<file path="src/rtl/image_loader.sv">
// Stream-to-core image loader: buffers a raster pixel stream and replays exactly N*N write pulses per frame.
// Optional binarization before the write is enabled by defining IMAGE_LOADER_THRESHOLD_EN.
module image_loader #(
    parameter int unsigned N          = 8,
    parameter int unsigned bitSize    = 6,
    parameter int unsigned pixelWidth = 8,
    parameter int unsigned FIFO_DEPTH = 4,
    parameter int unsigned THRESH     = 128
) (
    input  logic                  clk,
    input  logic                  rst,
    input  logic                  start,
    input  logic                  stall,
    input  logic                  s_valid,
    input  logic [pixelWidth-1:0] s_data,
    output logic                  s_ready,
    output logic                  we,
    output logic [pixelWidth-1:0] data_out,
    output logic [bitSize:0]      pix_count,
    output logic                  busy,
    output logic                  frame_done
);

    localparam int unsigned CNT_W  = bitSize + 1;
    localparam int unsigned ADDR_W = $clog2(FIFO_DEPTH);
    localparam int unsigned PTR_W  = ADDR_W + 1;
    localparam logic [CNT_W-1:0] FRAME_PIX = CNT_W'(N * N);

    // Elaboration-time parameter sanity
    if (FIFO_DEPTH < 2 || (FIFO_DEPTH & (FIFO_DEPTH - 1)) != 0) begin : g_bad_depth
        $error("image_loader: FIFO_DEPTH must be a power of 2 and at least 2");
    end
    if ((64'(N) * 64'(N)) >= (64'd1 << CNT_W)) begin : g_bad_count
        $error("image_loader: N*N does not fit in bitSize+1 bits");
    end
    if (64'(THRESH) >= (64'd1 << pixelWidth)) begin : g_bad_thresh
        $error("image_loader: THRESH does not fit in pixelWidth bits");
    end

    typedef enum logic [1:0] {
        IDLE = 2'd0,
        LOAD = 2'd1,
        DONE = 2'd2
    } state_t;

    state_t                  state;
    state_t                  state_nxt;
    logic                    start_frame;
    logic [CNT_W-1:0]        acc_cnt;
    logic [PTR_W-1:0]        wr_ptr;
    logic [PTR_W-1:0]        rd_ptr;
    logic [pixelWidth-1:0]   mem [FIFO_DEPTH];
    logic [pixelWidth-1:0]   head;
    logic [pixelWidth-1:0]   pix_f;
    logic                    fifo_empty;
    logic                    fifo_full;
    logic                    push;
    logic                    pop;

    // Full when the wrap bits differ and the index bits match
    assign fifo_empty = (wr_ptr == rd_ptr);
    assign fifo_full  = (wr_ptr[ADDR_W] != rd_ptr[ADDR_W]) &&
                        (wr_ptr[ADDR_W-1:0] == rd_ptr[ADDR_W-1:0]);
    assign head       = mem[rd_ptr[ADDR_W-1:0]];

`ifdef IMAGE_LOADER_THRESHOLD_EN
    assign pix_f = {pixelWidth{head >= pixelWidth'(THRESH)}};
`else
    assign pix_f = head;
`endif

    // State register
    always_ff @(posedge clk or posedge rst) begin
        if (rst) begin
            state <= IDLE;
        end else begin
            state <= state_nxt;
        end
    end

    // Next state plus the combinational handshake and status flags
    always_comb begin
        state_nxt   = state;
        start_frame = 1'b0;
        s_ready     = 1'b0;
        busy        = 1'b0;
        frame_done  = 1'b0;
        push        = 1'b0;
        pop         = 1'b0;
        case (state)
            IDLE: begin
                if (start) begin
                    start_frame = 1'b1;
                    state_nxt   = LOAD;
                end
            end
            LOAD: begin
                busy    = 1'b1;
                s_ready = !fifo_full && (acc_cnt < FRAME_PIX);
                push    = s_valid && s_ready;
                pop     = !fifo_empty && !stall;
                if (pix_count == FRAME_PIX) begin
                    state_nxt = DONE;
                end
            end
            DONE: begin
                frame_done = 1'b1;
                state_nxt  = IDLE;
            end
            default: begin
                state_nxt = IDLE;
            end
        endcase
    end

    // FIFO pointers and frame counters
    always_ff @(posedge clk or posedge rst) begin
        if (rst) begin
            wr_ptr    <= '0;
            rd_ptr    <= '0;
            acc_cnt   <= '0;
            pix_count <= '0;
        end else if (start_frame) begin
            wr_ptr    <= '0;
            rd_ptr    <= '0;
            acc_cnt   <= '0;
            pix_count <= '0;
        end else begin
            if (push) begin
                wr_ptr <= wr_ptr + PTR_W'(1);
                if (acc_cnt < FRAME_PIX) begin
                    acc_cnt <= acc_cnt + CNT_W'(1);
                end
            end
            if (pop) begin
                rd_ptr <= rd_ptr + PTR_W'(1);
                if (pix_count < FRAME_PIX) begin
                    pix_count <= pix_count + CNT_W'(1);
                end
            end
        end
    end

    // Storage needs no reset; pointers define validity
    always_ff @(posedge clk) begin
        if (push) begin
            mem[wr_ptr[ADDR_W-1:0]] <= s_data;
        end
    end

    // Registered write port toward the core
    always_ff @(posedge clk or posedge rst) begin
        if (rst) begin
            we       <= 1'b0;
            data_out <= '0;
        end else begin
            we <= pop;
            if (pop) begin
                data_out <= pix_f;
            end
        end
    end

endmodule

</file>
<file path="config.mk">
export PLATFORM = sky130hd
export DESIGN_NAME = image_loader
export DESIGN_NICKNAME = d
export VERILOG_FILES = /design/src/rtl/image_loader.sv
export SDC_FILE = /design/constraint.sdc
export NUM_CORES = 1
export LEC_CHECK = 0
export BUFFER_PORTS_ARGS = -buffer_cell sky130_fd_sc_hd__buf_2
export CORE_MARGIN = 2
export CORE_UTILIZATION = 52
export CTS_BUF_LIST = sky130_fd_sc_hd__clkbuf_16
export CTS_CLUSTER_SIZE = 14
export DETAILED_ROUTE_END_ITERATION = 12
export PLACE_DENSITY = 0.85
export SYNTH_ARGS = -nofsm -noshare
export SYNTH_HDL_FRONTEND = slang
export SYNTH_SLANG_ARGS = --single-unit
</file>
<file path="constraint.sdc">
create_clock -name clk -period 1.85 [get_ports clk]
set_input_delay 0 -clock clk [delete_from_list [all_inputs] [get_ports clk]]
set_output_delay 0 -clock clk [all_outputs]
set_load 0.05 [all_outputs]
</file>
After elaboration in Yosys (flattened, before gate mapping)
Memory sizes are Yosys's and may differ from the RTL's. A register that Yosys moved wholly into a read port is not among the register bits. Cells that the tools add are included.

Add/sub/neg operators: 4. Equal/unequal tests: 8. Magnitude comparators: 2. Reductions and logical operators: 15. Muxes and demuxes: 22.

Operator list (number): 7-bit 2-to-1 mux (6); 7-bit by 1-bit adder with 7-bit output, second input constant (2); 7-bit < comparator, second input constant (2); 3-bit 2-to-1 mux (4); 1-bit 2-to-1 mux (9); 2-bit nonzero test (4); 7-bit == test, second input constant (1); 3-bit by 1-bit adder with 3-bit output, second input constant (2); 2-bit AND reduction (3); 1-bit logical AND (4); 2-bit 2-to-1 mux (2); 2-bit != test, second input constant (2); 2-bit one-hot mux with 2 select lines (1); 3-bit == test (1); 1-bit logical NOT (3); 2-bit by 1-bit == test with 1-bit output, second input constant (1); 2-bit == test (1); 2-bit == test, second input constant (1); 2-bit logical NOT (1); 1-bit != test (1).

Logic and storage cells: 58. Output and inout bits: 19. Register bits after elaboration: 23. Bits in writable memories: 32. Memories: 1.

Memories: mem (words 4, bits a word 8, rd ports 1, clocked after memory_dff 1, write ports 1, RTL line 52) `logic [pixelWidth-1:0] mem [FIFO_DEPTH];`.

Longest topological paths before layout
Gate-level depths: netlist of the first run.

Word-level depth: 8. Mapped depth: 6. Depth with buffers taken out: 4.

Worst setup path before layout of the first run
OpenSTA, ideal clock, no wires.

Kind: reg2out. From: register wr_ptr[0]. To: output port s_ready. Path slack: -126 ps. Arrival time: 1976 ps. Buffers on the path: 0. Stages on the path, launching flop included: 3. Required time: 1850 ps. Cells stage by stage: dfrtp_1 xnor2_1 a311oi_1.

Cells in the longest elaborated chain, start to end: 5.

RTL lines: from (decl) (RTL line 50) `logic [PTR_W-1:0] wr_ptr;`; from (signal assigned) (RTL line 130) `wr_ptr <= wr_ptr + PTR_W'(1);`; 2-bit == test (RTL line 63) `(wr_ptr[ADDR_W-1:0] == rd_ptr[ADDR_W-1:0]);`; 1-bit logical AND (RTL line 62) `assign fifo_full = (wr_ptr[ADDR_W] != rd_ptr[ADDR_W]) &&`; 1-bit logical NOT (RTL line 99) `s_ready = !fifo_full && (acc_cnt < FRAME_PIX);`; 1-bit logical AND (RTL line 99); 1-bit 2-to-1 mux (RTL line 90) `case (state)`; to (decl) (RTL line 16) `output logic s_ready,`.

Every way passes these cells.

Worst setup path after layout of the first run
From: register rd_ptr[2]. To: memory mem[3][2], enable pin.

Cells in the longest elaborated chain, start to end: 8.

RTL lines: from (decl) (RTL line 51) `logic [PTR_W-1:0] rd_ptr;`; from (signal assigned) (RTL line 136) `rd_ptr <= rd_ptr + PTR_W'(1);`; 1-bit != test (RTL line 62); 1-bit logical AND (RTL line 62); 1-bit logical NOT (RTL line 99); 1-bit logical AND (RTL line 99); 1-bit logical AND (RTL line 100) `push = s_valid && s_ready;`; 1-bit 2-to-1 mux (RTL line 90); 1-bit 2-to-1 mux (RTL line 146) `if (push) begin`; 1-bit 2-to-1 mux (not written as such) (RTL line 147) `mem[wr_ptr[ADDR_W-1:0]] <= s_data;`; to (decl) (RTL line 52).

Every way passes these cells.

==> results of run 1 <==
[where the power goes]
group          internal (mW)  switching (mW)  total [mW]
registers               1.94           0.330        2.27
clock network           1.03           0.579        1.61
logic                   1.00            1.55        2.55
total                   3.97            2.46        6.43
[flip-flops by register name, indices dropped and copies added, names as in the netlist]
name and count:
acc_cnt 7, rd_ptr 3, pix_count 7, wr_ptr 3, mem 32, state 2, we 1, data_out 8
[layout by cell type, fill, tap and decap left out, types with 3 or more instances in the layout]
cell type                       instances
sky130_fd_sc_hd__buf_4                 13
sky130_fd_sc_hd__inv_1                  7
sky130_fd_sc_hd__edfxtp_1              32
sky130_fd_sc_hd__nand2_1               18
sky130_fd_sc_hd__and3_1                 3
sky130_fd_sc_hd__mux2i_1                7
sky130_fd_sc_hd__ha_1                   8
sky130_fd_sc_hd__xnor2_1                3
sky130_fd_sc_hd__mux2_2                 8
sky130_fd_sc_hd__clkbuf_16              9
sky130_fd_sc_hd__nand4_1                3
sky130_fd_sc_hd__xor2_1                 3
sky130_fd_sc_hd__o21ai_0                7
sky130_fd_sc_hd__and2_1                 3
sky130_fd_sc_hd__dlygate4sd3_1          9
sky130_fd_sc_hd__buf_2                 31
sky130_fd_sc_hd__dfrtp_1               31
sky130_fd_sc_hd__nand3_1               14
sky130_fd_sc_hd__mux4_2                 8
[worst max-delay path: stages, from the launching register on]
cell and delay [ps]:
sky130_fd_sc_hd__dfrtp_1 420, sky130_fd_sc_hd__xnor2_1 410, sky130_fd_sc_hd__o31a_1 250, sky130_fd_sc_hd__and2_1 190
sky130_fd_sc_hd__buf_4 170
[what timing repair did]
| action | 4_1_cts | 5_1_grt |
|---|---|---|
| endpoints found under the hold margin | 63 | 0 |
| endpoints found under the setup margin | 0 | 16 |
| hold buffers | 9 | 0 |
| gates resized for setup | 0 | 2 |
[layout make-up]
cell class              instances  share of cell area [%]
flip-flops and latches         63                   50.56
multi-input cells             109                   27.25
repair buffers                 54                   10.56
clock buffers                   9                   6.557
well taps                      70                   2.550
clock inverters                 7                   1.858
inverters                       6                  0.6557
[per-layer routing]
layer,routed length (um),share of wire [%],up-vias,track usage (%)
met5,0,0,-,0
met4,44,0.87,0,7.091
met3,178,3.5,5,6.872
met2,2637,52,33,32.04
met1,2191,43,840,24.59
li1,-,-,816,-
[worst paths after layout]
kind / start / endpoint / slack, ps / cells after the start
hold reg to reg: acc_cnt[4] / acc_cnt[4] / 470 / 1
setup reg to reg: rd_ptr[2] / mem[3][2] / 110 / 4
hold / removal: stall / we / 30 / 3
min in group asynchronous: rst / data_out[7] / 300 / 4
max in group asynchronous: rst / acc_cnt[4] / 1250 / 4
setup / recovery: rd_ptr[2] / mem[3][2] / 110 / 4
[cells by family (layout without fill, tap and decap cells)]
kind of cell,count (synthesis),in the layout
compound gates,18,18
xor+xnor,6,6
fa+ha+maj,8,8
buf+inv,12,76
flops,63,63
mux,23,23
simple gates,54,54
==> results.txt, run 1 <==
The flow ran to the end, and the final reports show no timing, DRC or antenna violations. The minimum period implied by the final worst setup slack came out at 1741 ps. The completed layout was analyzed and its total power is 6.431 mW. The sequential cell area is 1737 um^2.

The worst setup path is captured at a flip-flop. The first global-routing pass estimated 8611 um of wire. The number of antenna violations at the first check in global routing is 0. TritonCTS built the clock tree. The area taken by multi-input logic gates is 935.9 um^2.

The final hold slack came out at 31.60 ps. The setup clock skew after layout is 8.366 ps. Synthesis produced a netlist with a net count of 205. The final design area excluding fillers came out at 3435 um^2. For this configuration, the core starts out at a cell density of 53.65%. During I/O placement, the number of pins put on the boundary was 32. The placeable core region came out at 5075 um^2. For this run, the leading register cell type out of synthesis is sky130_fd_sc_hd__edfxtp_1. The post-CTS setup-driven buffer insertion count is 0. The final antenna-violating net count came out at 0. The number of remaining DRC errors came out at 0.

The overflow left after global routing is 0. The area overhead of the layout relative to synthesis is 26.15%. The achievable clock frequency came out at 0.5745 GHz. The count of routing violations after the opening detailed-route iteration is 126.

Max-cap violations in this run came to 0. For this design the static power due to leakage is 1.458 nW. The number of search-and-repair iterations in the first detailed-routing pass is 4.

The setup TNS is 0 ps. The proportion of register bits with asynchronous set or reset after synthesis is 49.21%. Data on the critical path arrives at its endpoint at 1770 ps. The simple-gate area share of the yosys netlist came out at 10.52%. Measured against its own limit, the worst slew margin works out to 69.91%. Counting the buffers created by CTS gives 9. By area the synthesized netlist is led by sky130_fd_sc_hd__edfxtp_1 (35%), sky130_fd_sc_hd__dfrtp_1 (28%), sky130_fd_sc_hd__mux4_2 (6.6%), sky130_fd_sc_hd__ha_1 (3.7%), sky130_fd_sc_hd__mux2_2 (3.3%). The post-synthesis cell type count came out at 38.

The post-layout utilization of the core is 67.68%. From bottom edge to top edge, the die measures 76.36 um. The cell area after placement came out at 3053 um^2.

The type of the tightest min-delay check is in2reg. The buffer type at the clock tree root is sky130_fd_sc_hd__clkbuf_16. The area fraction in compound gates after synthesis is 5.423%. The number of standard cells in the layout, taps in and fillers out is 318. Yosys mapped a number of flops with a built-in enable equal to 32. The filler cell count in the final layout is 358. The HPWL after detailed placement came out at 3225 um. Using the TritonRoute via totals, the vias-per-cell ratio works out to 5.327. The required time reported for the critical path endpoint is 1880 ps. Clock-pin slew was measured on the worst setup and hold paths at 60 ps. The share of post-route cells with drive strength above 1 came out at 33.47%.

The overall global routing resource usage came out at 19.70%. The routed design has 5051 um of wire. The startpoint-to-endpoint class of the critical path is reg2reg. The number of instances in the synthesized netlist is 184. The part of the Yosys area used for sequential elements came out at 63.79%. The total power density per cell area came out at 1873 nW/um^2. The cell count after placement is 293. The number of max-slew violations in the final report came out at 0. The count of final setup violators came out at 0. Counting instances in the post-synthesis netlist gives the leading cell types as sky130_fd_sc_hd__edfxtp_1 (32), sky130_fd_sc_hd__dfrtp_1 (31), sky130_fd_sc_hd__nand2_1 (18). The overall via count from detail_route came out at 1694. The slew of the pin with the lowest slew margin came out at 451.4 ps. The netlist area before placement came out at 2723 um^2. During placement, the flow inserted port buffers numbering 31. The final critical path takes up 94.08% of the cycle.

The total number of yosys warnings is 0. The register bit count reported by yosys is 63. The worst slack after detailed placement is 37.57 ps.

The setup slack of the critical path after layout came out at 109.5 ps. The worst setup path is launched from a flip-flop. The worst-case vdd ir drop came out at 1046 uV. The per-cell routed wire length is 15.88 um.

Routability-driven placement finished with a final weighted congestion of 0.7432. The number of antenna cells inserted came out at 0. The number of global-route vias before repair came to 1717.

The placement row count is 26. The number of hold-slack violations in the final timing report was 0. The adder-cell share of the synthesized area came out at 3.676%.

The later-pin clock latency in the skew report is 320 ps. The number of nets in the final layout came out at 264. Setup repair after global routing left no endpoint under its margin. The multiplexer fraction of the synthesized cell area came out at 12.50%. The area of the die is 5831 um^2. The average cell area after synthesis came out at 14.80 um^2. The highest net fanout along the worst path came out at 5.

In this run the horizontal extent of the chip is 76.36 um. Of the total synthesized cell area, the portion taken by XOR and XNOR cells is 1.930%. The biggest area contributor in the post-synthesis netlist is sky130_fd_sc_hd__edfxtp_1.

Summed over its instances, the top area cell type makes up 35.29% of the synthesized netlist area. The maximum buffer depth of the clock tree came out at 2. The level count of the clock H-tree came out at 3.

The dominant combinational cell family by area after synthesis is multiplexers. sky130_fd_sc_hd__edfxtp_1 is the most common cell in the netlist. For this design, the sink count on the clock tree is 63. The maximum number of pins on one net before global-route repair is 32.
Power figures use the tool's default switching activity.
==> run 2: changes to the inputs <==
- ABC_AREA: unset -> 1
- CORE_UTILIZATION: 52 -> 30
- PLACE_DENSITY: 0.85 -> 0.58
==> results.txt, run 2 <==
The count of routing violations after the opening detailed-route iteration is 72 (-43%). The worst setup path is captured at a flip-flop. The number of cells on the worst reg-to-reg path is 7 (+3). The commonest cells after synthesis are sky130_fd_sc_hd__nand2_1 (76), sky130_fd_sc_hd__nor2_1 (37), sky130_fd_sc_hd__edfxtp_1 (32). The count of buffers from port buffering is 31 (unchanged). The most numerous cell type found on the critical path is sky130_fd_sc_hd__nand2_2. The number of nets in the final layout is 371 (+41%). sky130_fd_sc_hd__edfxtp_1 takes more of the synthesized area than any other cell.

The number of antenna violations at the first check in global routing was 0 (unchanged). The number of flip-flops in the largest register is 32 (unchanged). The width of the die is 102.3 um (+34%). The setup slack on the worst flop-to-flop path is 230 ps (+120 ps). The achievable clock frequency is 0.6185 GHz (+7.7%). The placeable core region came out at 9284 um^2 (+83%). The per-cell routed wire length came out at 12.48 um (-21%). The proportion of register bits with asynchronous set or reset after synthesis came out at 49.21% (unchanged). The slew of the pin with the lowest slew margin was 386.7 ps (-64.68 ps). The placer congestion estimate is 0.8583 (+15%).

The startpoint identified for the worst register-to-register timing path is rd_ptr[1]. The netlist area before placement is 2897 um^2 (+6.4%). The signal on the critical path passes through inv_8, nand2_2, nand2_2, nand3_1, nand3_2, nor2_1, buf_4.

The number of hold-slack violations in the final timing report came to 0 (unchanged). The worst-case vdd ir drop is 705.9 uV (-33%). The path with the worst hold slack has its endpoint at pix_count[6].

The overflow left after global routing came to 0 (unchanged). The worst hold path begins at stall. The critical path's largest stage delay is 570 ps (+150 ps). The overall via count from detail_route is 2110 (+25%). The library cell used most frequently in the layout, excluding fill and tap cells, is sky130_fd_sc_hd__nand2_1.

The total number of yosys warnings came out at 0 (unchanged). The setup TNS came out at 0 ps (unchanged). The flow ran to the end, and the final reports show no timing, DRC or antenna violations.

The worst-case headroom to the max-slew limit came out at 74.22% (+4.3 points). The number of search-and-repair iterations in the first detailed-routing pass is 4 (unchanged). The total power density per cell area came to 1699 nW/um^2 (-9.3%). The maximum number of pins on one net before global-route repair came out at 32 (unchanged). Setup repair after global routing left no endpoint under its margin. The highest net fanout along the worst path came out at 11 (+6). The max-cap violation count came out at 0 (unchanged). The maximum buffer depth of the clock tree is 2 (unchanged). The worst hold path belongs to the class in2reg. The share of post-route cells with drive strength above 1 is 19.44% (-14 points). The minimum period implied by the final worst setup slack is 1617 ps (-123.8 ps).

In this run the critical register-to-register path is captured at mem[1][0]. The number of CTS-inserted buffers came to 9 (unchanged). The effective utilization at floorplan came out at 31.20% (-22 points). TritonCTS built the clock tree. The final hold slack is 191.8 ps (+160.2 ps). The setup slack of the critical path after layout is 233.3 ps (+123.8 ps).

The cell leakage power came out at 1.634 nW (+12%). The filler cell count in the final layout came to 958 (+170%). The worst slack after detailed placement came out at 236.2 ps (+198.7 ps). The HPWL after detailed placement came out at 4381 um (+36%). The worst hold path depth was 4 (+1). The required time reported for the critical path endpoint came out at 1880 ps (about the same).

The number of remaining DRC errors is 0 (unchanged). The post-synthesis cell type count is 25 (-34%). The height of the die came to 102.3 um (+34%). The final antenna-violating net count is 0 (unchanged). The share of the clock period used by the worst path was 87.39% (-6.7 points). The part of the Yosys area used for sequential elements came out at 59.96% (-3.8 points). STA classifies the critical path startpoint as a flip-flop. Leaving out fill and tap cells, the most frequent cells in the layout are sky130_fd_sc_hd__nand2_1 (76), sky130_fd_sc_hd__nor2_1 (37), sky130_fd_sc_hd__edfxtp_1 (32), sky130_fd_sc_hd__dfrtp_1 (31), sky130_fd_sc_hd__buf_2 (31).

The count of final setup violators is 0 (unchanged). The later-pin clock latency in the skew report is 330 ps (about the same). The net count after synthesis came to 319 (+56%). The share of Yosys cell area claimed by the top area cell type is 33.17% (-2.1 points). The dominant synthesized flop cell is sky130_fd_sc_hd__edfxtp_1. The data arrival time of the worst path came out at 1650 ps (-120 ps).

The overall routed net length is 6041 um (+20%). The number of antenna cells inserted is 0 (unchanged). The area overhead of the layout relative to synthesis is 23.76%. By area the synthesized netlist is led by sky130_fd_sc_hd__edfxtp_1 (33%), sky130_fd_sc_hd__dfrtp_1 (27%), sky130_fd_sc_hd__nand2_1 (9.8%), sky130_fd_sc_hd__nor2_1 (4.8%), sky130_fd_sc_hd__nand3_1 (4.3%). The area of the die came to 10460 um^2 (+79%).

The level count of the clock H-tree is 3 (unchanged). The placement row count is 35 (+35%). The setup path with the least slack is of type reg2reg.

The clock-pin slew reported for the worst setup and hold paths after clock tree synthesis was 50 ps (about the same). The buffer type at the clock tree root is sky130_fd_sc_hd__clkbuf_16. The average cell area after synthesis came out at 9.720 um^2 (-34%). The total I/O pin count came out at 32 (unchanged). The number of max-slew violations in the final report came out at 0 (unchanged). The global-route wire length before repair came out at 10070 um (+17%). The setup clock skew after layout is 4.079 ps (-4.288 ps).

The clock net sink count came to 63 (unchanged). The register bit count reported by yosys is 63 (unchanged). The number of global-route vias before repair is 2047 (+19%).

The number of vias per cell after detailed routing is 4.360 (-18%). The number of instances in the synthesized netlist is 298 (+62%). On the critical path, the stage with the largest delay is an instance of sky130_fd_sc_hd__dfrtp_1.

The overall global routing resource usage came out at 13.09% (-6.6 points). The most common cell in the synthesized netlist is sky130_fd_sc_hd__nand2_1. The number of flops mapped to enable cells by yosys came out at 32 (unchanged).
[run 2: cell type report]
type                       count  area (um^2)  share of cell area [%]
sequential                    63         1737                   48.45
clock buffer                   9        225.2                   6.283
multi-input combinational    198        975.9                   27.23
clock inverter                 7        50.05                   1.396
timing repair buffer          50        322.8                   9.005
tap                          129        161.4                   4.503
inverter                      28        112.6                   3.141
[run 2: worst max-delay path, delay by kind of cell, from the launching register on]
kind,cells,cell delay [ps]
simple gates,5,510
flops,1,570
buf+inv,2,250
[run 2: what timing repair did]
action / 4_1_cts / 5_1_grt
hold endpoints to repair: 64 / 0
resized for setup: 0 / 0
setup buffers: 0 / 0
hold buffers: 10 / 0
[run 2: stage by stage]
stage | util, % | cell area [um^2] | total power [mW] | cells
floorplan | - | 2897 | 4.045 | 298
global placement | 34.57 | 3209 | 4.601 | 458
detailed placement | 34.57 | 3209 | 4.620 | 458
CTS | 38.61 | 3585 | 6.161 | 484
global route | 38.61 | 3585 | 6.578 | 484
finish | 38.61 | 3585 | 6.089 | 484
[run 2: logic make-up after synthesis]
group	count (synthesis)	synth area share, %
fa+ha+maj	8	3.456
buf+inv	37	6.350
compound gates	35	6.393
xor+xnor	4	1.210
simple gates	151	22.63
flops	63	59.96
[run 2: how the worst max path moves through the flow]
stage,cells after the start,from,end
6_report,7,rd_ptr[1],mem[1][0]
4_1_cts,7,rd_ptr[1],s_ready
3_5_place_dp,7,rd_ptr[1],mem[1][3]
3_3_place_gp,7,rd_ptr[1],mem[0][5]
2_1_floorplan,7,rd_ptr[1],mem[0][0]
5_1_grt,8,rd_ptr[1],acc_cnt[5]
[run 2: where the power goes]
part	internal (mW)	total [mW]	switching (mW)
combinational	0.733	2.37	1.63
sequential	1.91	2.23	0.316
clock	0.902	1.49	0.591
[run 2: per-layer routing]
metal	GRT usage, %	vias up	part of all wire (%)
met2	19.89	51	46
met5	0	-	0
met4	5.231	0	2.5
li1	-	1084	-
met1	16.68	961	47
met3	5.335	14	4.8
==> run 3: changes to the inputs <==
- CORE_ASPECT_RATIO: unset -> 0.9
==> results.txt, run 3 (same netlist as run 2, synthesis figures left out) <==
TritonCTS built the clock tree. The highest net fanout along the worst path came to 11 (unchanged). The share of post-route cells with drive strength above 1 came out at 18.98% (-0.46 points).

The number of CTS-inserted buffers is 9 (unchanged). The overall via count from detail_route is 2187 (+3.6%). The level count of the clock H-tree came to 3 (unchanged). The count of buffers from port buffering came out at 31 (unchanged). The HPWL after detailed placement is 4406 um (+0.57%). The overflow left after global routing came out at 0 (unchanged). The maximum number of pins on one net before global-route repair came out at 32 (unchanged). The total power was 6.264 mW (+2.9%). The flow ran to the end, and the final reports show no timing, DRC or antenna violations. The minimum period implied by the final worst setup slack was 1704 ps (+87.59 ps).

The final antenna-violating net count is 0 (unchanged). The count of routing violations after the opening detailed-route iteration is 148 (+110%). The later-pin clock latency in the skew report is 330 ps (about the same). The number of antenna cells inserted came to 0 (unchanged). The maximum buffer depth of the clock tree came to 2 (unchanged). Setup repair after global routing left no endpoint under its margin. The filler cell count in the final layout came out at 935 (-2.4%).

The library cells used most frequently in the layout, excluding fill and tap cells, are sky130_fd_sc_hd__nand2_1 (76), sky130_fd_sc_hd__nor2_1 (37), sky130_fd_sc_hd__edfxtp_1 (32), sky130_fd_sc_hd__dfrtp_1 (31), sky130_fd_sc_hd__buf_2 (31). The area of the die was 10460 um^2 (about the same). The overall global routing resource usage came out at 12.91% (-0.18 points). The global-route wire length before repair came out at 10260 um (+1.8%). The achievable clock frequency came out at 0.5867 GHz (-5.1%). The clock net sink count came out at 63 (unchanged).

The total power density per cell area is 1742 nW/um^2 (+2.6%). The path class of the tightest hold or removal check is in2reg. The total I/O pin count was 32 (unchanged).

The buffer type at the clock tree root is sky130_fd_sc_hd__clkbuf_16. The placement row count came out at 34 (-2.9%). The number of max-slew violations in the final report came out at 0 (unchanged). The share of the clock period used by the worst path is 92.13% (+4.7 points). The number of remaining DRC errors came to 0 (unchanged).

The worst setup path is launched from a flip-flop. The number of search-and-repair iterations in the first detailed-routing pass came out at 5 (+1). The number of flip-flops in the largest register is 32 (unchanged). Relative to the synthesized area, the layout overhead comes to 24.15%. The width of the die is 107.6 um (+5.2%). The effective utilization at floorplan came out at 30.40% (-0.80 points). The setup clock skew after layout is 5.460 ps (+1.381 ps). The clock-pin slew reported for the worst setup and hold paths after clock tree synthesis came to 60 ps (about the same). The final hold slack was 153.9 ps (-37.93 ps). The number of vias per cell after detailed routing is 4.566 (+4.7%). The per-cell routed wire length came out at 13.01 um (+4.2%). The placeable core region came to 9529 um^2 (+2.6%).

The startpoint-to-endpoint class of the critical path is reg2reg. The number of nets in the final layout is 369 (-0.54%). The number of hold-slack violations in the final timing report is 0 (unchanged). The slew of the pin with the lowest slew margin is 396.4 ps (+9.616 ps). Leaving out fill and tap cells, the most frequent cell in the layout is sky130_fd_sc_hd__nand2_1. The placer congestion estimate is 0.8660 (+0.90%). The number of antenna violations at the first check in global routing is 0 (unchanged).

The count of final setup violators was 0 (unchanged). The required time reported for the critical path endpoint is 1880 ps (about the same). The cell count after placement came out at 453 (-1.1%).

The max-cap violation count came to 0 (unchanged). The height of the die is 97.22 um (-4.9%). The worst-case headroom to the max-slew limit is 73.58% (-0.64 points).

The data arrival time of the worst path is 1740 ps (+90 ps). The setup TNS is 0 ps (unchanged). The number of global-route vias before repair came out at 1963 (-4.1%). The cell leakage power is 1.645 nW (+0.70%). The worst-case vdd ir drop is 554.7 uV (-21%).

The number of standard cells in the layout, taps in and fillers out came out at 479 (-1.0%). The overall routed net length came to 6230 um (+3.1%). The post-CTS setup-driven buffer insertion count came out at 0 (unchanged).

The endpoint type of the worst setup path is a flip-flop.
[run 3: stage by stage]
| step | instance area, um^2 | setup slack, ps | util, % |
|---|---|---|---|
| after global placement | 3191 | 202.7 | 33.48 |
| after detailed placement | 3191 | 136.9 | 33.48 |
| after global routing | 3596 | 5.563 | 37.74 |
| after floorplan | 2897 | 81.00 | - |
| final | 3596 | 145.7 | 37.74 |
| after CTS | 3588 | 109.0 | 37.66 |
[run 3: final timing paths]
check | end | slack [ps] | start | depth (start not counted)
setup / recovery | mem[1][4] | 150 | rd_ptr[1] | 7
hold / removal | wr_ptr[0] | 150 | start | 6
setup reg to reg | mem[1][4] | 150 | rd_ptr[1] | 7
hold reg to reg | data_out[3] | 470 | data_out[3] | 2
max in group asynchronous | rd_ptr[2] | 1270 | rst | 4
min in group asynchronous | data_out[3] | 300 | rst | 4
[run 3: timing repair]
item | in CTS | in global routing
endpoints found under the hold margin | 64 | 0
hold buffers | 10 | 0
endpoints found under the setup margin | 0 | 6
resized for setup | 0 | 1
[run 3: power breakdown]
group / switching (mW) / internal, mW
clock: 0.625 / 1.04
sequential: 0.340 / 1.91
combinational: 1.61 / 0.734
total: 2.57 / 3.69
[run 3: final cells by class]
type	instances	area, um^2	area share [%]
multi-input combinational	198	983.4	27.35
clock inverter	7	72.57	2.018
timing repair buffer	48	307.8	8.559
tap	126	157.7	4.384
sequential	63	1737	48.30
inverter	28	112.6	3.132
clock buffer	9	225.2	6.263
[run 3: critical path, cell delays in order, from the launching register on]
cell                      delay, ps
sky130_fd_sc_hd__dfrtp_1        580
sky130_fd_sc_hd__inv_8           70
sky130_fd_sc_hd__nand2_2         80
sky130_fd_sc_hd__nand2_2         60
sky130_fd_sc_hd__nand3_1        120
sky130_fd_sc_hd__nand3_2        180
sky130_fd_sc_hd__nor2_1         140
sky130_fd_sc_hd__buf_4          180
[run 3: layer usage]
metal / track usage (%) / vias to the layer above / routed length [um]
met5: 0 / - / 0
met4: 5.325 / 0 / 150
met3: 3.286 / 10 / 354
met2: 18.24 / 61 / 2779
met1: 18.73 / 1028 / 2945
li1: - / 1088 / -
